===== config.mk =====
export PLATFORM = sky130hd
export DESIGN_NAME = tt_rc_queue_server
export DESIGN_NICKNAME = d
export VERILOG_FILES = /design/src/rtl/tt_rc_queue_server_pkg.sv /design/src/rtl/tt_rc_queue_server_pkt_len_queue.sv /design/src/rtl/tt_rc_queue_server.sv
export SDC_FILE = /design/constraint.sdc
export NUM_CORES = 1
export LEC_CHECK = 0
export ABC_AREA = 1
export CAP_MARGIN = 20
export CORE_MARGIN = 4
export CORE_UTILIZATION = 50
export CTS_CLUSTER_SIZE = 40
export DETAILED_ROUTE_END_ITERATION = 10
export MAX_ROUTING_LAYER = met4
export PLACE_DENSITY = 0.82
export SYNTH_ARGS = -nofsm -noshare
export SYNTH_HDL_FRONTEND = slang
export SYNTH_SLANG_ARGS = --single-unit

===== constraint.sdc =====
create_clock -name clk -period 4.7 [get_ports clk]
set_clock_uncertainty 0.05 [all_clocks]
set_input_delay 0.705 -clock clk [delete_from_list [all_inputs] [get_ports clk]]
set_output_delay 0.705 -clock clk [all_outputs]
set_load 0.03 [all_outputs]

===== src/rtl/tt_rc_queue_server_pkg.sv =====
// Shared definitions for the traffic-class queue server: class encodings,
// server states and the fixed packet-length table.
package tt_rc_queue_server_pkg;

    localparam logic [1:0] CLS_PCF = 2'b00;
    localparam logic [1:0] CLS_TT  = 2'b01;
    localparam logic [1:0] CLS_RC  = 2'b11;
    localparam logic [1:0] CLS_BE  = 2'b10;

    typedef enum logic [1:0] {
        ST_IDLE  = 2'd0,
        ST_READY = 2'd1,
        ST_GO    = 2'd2
    } state_t;

    // Entry i of the cyclic queue holds 2 + 2*(i mod 4) cycles.
    function automatic logic [7:0] len_of(input logic [3:0] idx);
        return 8'd2 + {5'd0, idx[1:0], 1'b0};
    endfunction

endpackage


===== src/rtl/tt_rc_queue_server_pkt_len_queue.sv =====
// Cyclic 16-entry packet-length source; the read pointer steps once per
// completed packet, detected as a falling edge of the registered go flag.
module tt_rc_queue_server_pkt_len_queue
    import tt_rc_queue_server_pkg::*;
#(
    parameter int Q_OFFSET = 0
) (
    input  logic       clk,
    input  logic       rst_n,
    input  logic       go,
    output logic       advance,
    output logic [7:0] pkt_len
);

    logic [3:0] ptr;
    logic       go_d;

    // High for the single cycle after go drops; the server holds off on
    // qualifying a new packet until the pointer has moved.
    assign advance = go_d & ~go;
    assign pkt_len = len_of(ptr);

    always_ff @(posedge clk) begin
        if (!rst_n) begin
            ptr  <= 4'(Q_OFFSET);
            go_d <= 1'b0;
        end else begin
            go_d <= go;
            if (advance) begin
                ptr <= ptr + 4'd1;
            end
        end
    end

endmodule


===== src/rtl/tt_rc_queue_server.sv =====
// Per-class queue server: filters the timetable count to this class and
// offers one packet at a time to the arbiter with a ready/go exchange.
module tt_rc_queue_server
    import tt_rc_queue_server_pkg::*;
#(
    parameter logic [1:0] P_TYPE   = CLS_TT,
    parameter int         Q_OFFSET = 0
) (
    input  logic       clk,
    input  logic       rst_n,
    input  logic [7:0] cur_value,
    input  logic [1:0] cur_state,
    input  logic       ena_n,
    output logic       bool_ready,
    output logic       bool_go,
    output logic [7:0] pkt_len
);

    // Handshake: bool_ready offers the head packet while it fits the window;
    // a low ena_n sampled in READY commits it, and bool_go then stays high
    // for pkt_len cycles regardless of ena_n or the window.
    logic [7:0] cnt;
    logic       advance;
    state_t     state, state_nx;
    logic [7:0] remain, remain_nx;

    assign cnt = (cur_state == P_TYPE) ? cur_value : 8'd0;

    tt_rc_queue_server_pkt_len_queue #(
        .Q_OFFSET(Q_OFFSET)
    ) u_queue (
        .clk    (clk),
        .rst_n  (rst_n),
        .go     (bool_go),
        .advance(advance),
        .pkt_len(pkt_len)
    );

    always_ff @(posedge clk) begin
        if (!rst_n) begin
            state  <= ST_IDLE;
            remain <= 8'd0;
        end else begin
            state  <= state_nx;
            remain <= remain_nx;
        end
    end

    always_comb begin
        state_nx  = state;
        remain_nx = remain;
        case (state)
            ST_IDLE: begin
                if (pkt_len != 8'd0 && cnt >= pkt_len && !advance) begin
                    state_nx = ST_READY;
                end
            end
            ST_READY: begin
                if (!ena_n) begin
                    state_nx  = ST_GO;
                    remain_nx = pkt_len;
                end else if (cnt < pkt_len) begin
                    state_nx = ST_IDLE;
                end
            end
            ST_GO: begin
                remain_nx = remain - 8'd1;
                if (remain == 8'd1) begin
                    state_nx = ST_IDLE;
                end
            end
            default: state_nx = ST_IDLE;
        endcase
    end

    assign bool_ready = (state == ST_READY);
    assign bool_go    = (state == ST_GO);

endmodule


==> results.md <==
- Status: complete, no violations
- Main combinational cell family by area after synthesis: simple AND/OR/NAND/NOR gates
- Max Clk Rate: 416 MHz
- Crit Path Class: reg -> out
- Area Growth Syn to Fin: 21.2%
- Comb power frac: 0.329
- Routed wl met3: 119 µm
- Clock root buffer: clkbuf_4
- Initial Util: 0.553
- Setup violations, final: 0
- Register area share after synthesis: 0.302
- Largest net degree at the start of global routing: 11
- Wirelength per Cell: 10.9 µm
- Clk buf depth: 2
- RSZ-0062 raised after global routing: false
- Layout cell share with drive strength beyond 1: 0.0604
- Core ar.: 1560 µm²
- Die area: 2450 µm²
- Most frequent cells in the layout: nor2_1, nand2_1, inv_1
- DIE WIDTH: 49.5 µm
- Critical path peak fanout: 6
- Post-Syn Instances: 130
- TritonCTS clock tree: built
- I/O pin cnt: 23
- Peak supply drop: 0.173 mV
- Total CTS buffers: 3
- Final non-filler cell total: 165
- Final hold viol count: 0
- Reg2Reg Setup Slack: 2.85 ns
- Clk Latency, worst-skew pair: 0.28 ns
- Period utilization: 0.512
- Sw frac: 0.358
- P per Cell Area: 290 nW/µm²
- Synthesized-area fraction occupied by xor and xnor cells: 0.0102
- Synth Area in Simple Gates: 0.295
- Met2 routed WL: 856 µm
- Required @ worst endpoint: 3.94 ns
- Vias in the first global route: 748
- Largest stage delay, worst path: 0.68 ns
- Slowest cell on crit path: clkdlybuf4s50_1
- Synth top area cells: dfxtp_1, nand2_1, nor2_1, ha_1, inv_1
- Post-CTS Setup Inserts: 0
- Yosys cell types: 17
- Tmin final: 2.41 ns
- CTS clk-pin slew, worst paths: 0.08 ns
- DIE HEIGHT: 49.5 µm
- GRT Overall Usage: 0.164
- HPWL after DPL: 1420 µm
- Yosys top cell area share: 0.302
- Synthesized cell area: 862 µm²
- Multiplexer share of the synthesized area: 0
- Placer Congestion: 0.804
- Clock power share: 0.235
- Setup crit end kind: primary output
- Fin nets: 170
- Int Pwr: 0.194 mW
- Arr. time, crit path: 1.65 ns
- Via count: 846
- Post-Route M1 WL: 800 µm
- DRC: 0
- Clock sinks: 13
- Area leader, netlist: dfxtp_1
- DR vias/cell: 5.13
- H-tree lvl count: 1
- Worst min path class: reg -> reg
- Synth Warn #: 0
- Total Neg Setup Slack: 0 ns
- 1st-pass router iterations: 4
- # rows: 14
- Slew Limit Fails: 0
- N_diodes: 0
- Worst setup SP type: flop
- Placed cell count: 161
- # hold bufs at CTS: 0
- GRT overflow: 0
- First-pass GRT wire length: 3110 µm
- Number of synthesized register bits: 13
- Antenna violations before repair: 0
- Top Layer Used: met4
- Compound-gate portion of the synthesized area: 0.135
- Synth Area in Adders: 0.102
- ANT nets after route: 0
- Share of power burned in registers: 0.436
- Max-cap viol count: 0
- Worst path cell trace: ha_1 > clkdlybuf4s50_1
- 1st-iter DRT viols: 26
- P_sw: 0.108 mW
- DRT Wirelength: 1790 µm
- Mean area per synthesized cell: 6.63 µm²
- Post-CTS Resized: 0
- LEAKAGE: 0.489 nW
- Port Buffer Count: 17
sequential cells by signal (all words and copies together) (netlist names):
| signal | flops |
|---|---|
| remain | 8 |
| state | 2 |
| u_queue.go_d | 1 |
| u_queue.ptr | 2 |
worst paths after layout:
path | start | endpoint | cells past startpoint
max | u_queue.ptr[0]$_SDFFE_PN0P_ | pkt_len[2] | 2
min | remain[0]$_SDFFE_PN0P_ | remain[0]$_SDFFE_PN0P_ | 1
max reg2reg | u_queue.ptr[0]$_SDFFE_PN0P_ | state[0]$_SDFFE_PN0P_ | 10
min reg2reg | remain[0]$_SDFFE_PN0P_ | remain[0]$_SDFFE_PN0P_ | 1
logic make-up (layout without fill, tap and decap cells):
group	Yosys count	after routing
AOI/OAI and AO/OA	22	22
xor gates and xnor gates	1	1
adders and majority gates	7	7
buffers and inverters	28	43
DFF	13	13
other	1	5
and+or+nand+nor	58	58
worst max-delay path, delay by kind of cell (launching register included):
kind,cells,cell delay (ns)
adder cells (fa/ha/maj),1,0.33
buffers and inverters,1,0.68
flip-flops,1,0.36
stage by stage:
step / util / hold WS (ns) / setup slack (ns) / area [µm²] / power, mW
6_report: 0.670 / 0.451 / 2.29 / 1040 / 0.303
3_5_place_dp: 0.653 / 0.437 / 2.08 / 1020 / 0.232
4_1_cts: 0.670 / 0.452 / 2.28 / 1040 / 0.304
3_3_place_gp: 0.653 / 0.427 / 2.21 / 1020 / 0.229
2_1_floorplan: - / 0.404 / 2.77 / 877 / 0.206
5_1_grt: 0.670 / 0.485 / 2.19 / 1040 / 0.324
layout make-up:
type	instances	area [µm²]
Fill cell	136	514
Multi-Input combinational cell	93	485
Sequential cell	13	260
Timing Repair Buffer	17	170
Inverter	22	82.6
Clock buffer	4	26.3
Tap cell	16	20.0
synthesized netlist by cell type:
cell	number
o22ai_1	2
nor2_1	24
buf_4	5
xor2_1	1
ha_1	7
a21oi_1	12
nand2_1	24
dfxtp_1	13
nor3_2	2
inv_1	22
conb_1	1
o21ai_0	7
buf_6	1
nand2_2	1
nor2_4	2
nand3_1	5
a21oi_2	1
power by group through the flow:
stage	logic [mW]	clock network (mW)	registers [mW]
floorplan	0.0738	0	0.132
CTS	0.0989	0.0737	0.132
detailed placement	0.0982	0	0.134
global placement	0.0955	0	0.134
finish	0.0995	0.0712	0.132
global route	0.112	0.0777	0.134
per-layer routing:
layer	global-route usage	up-vias
li1	-	433
met1	0.201	371
met2	0.264	38
met3	0.0361	4
met4	0.0553	0
met5	-	-
Power figures use the tool's default switching activity.
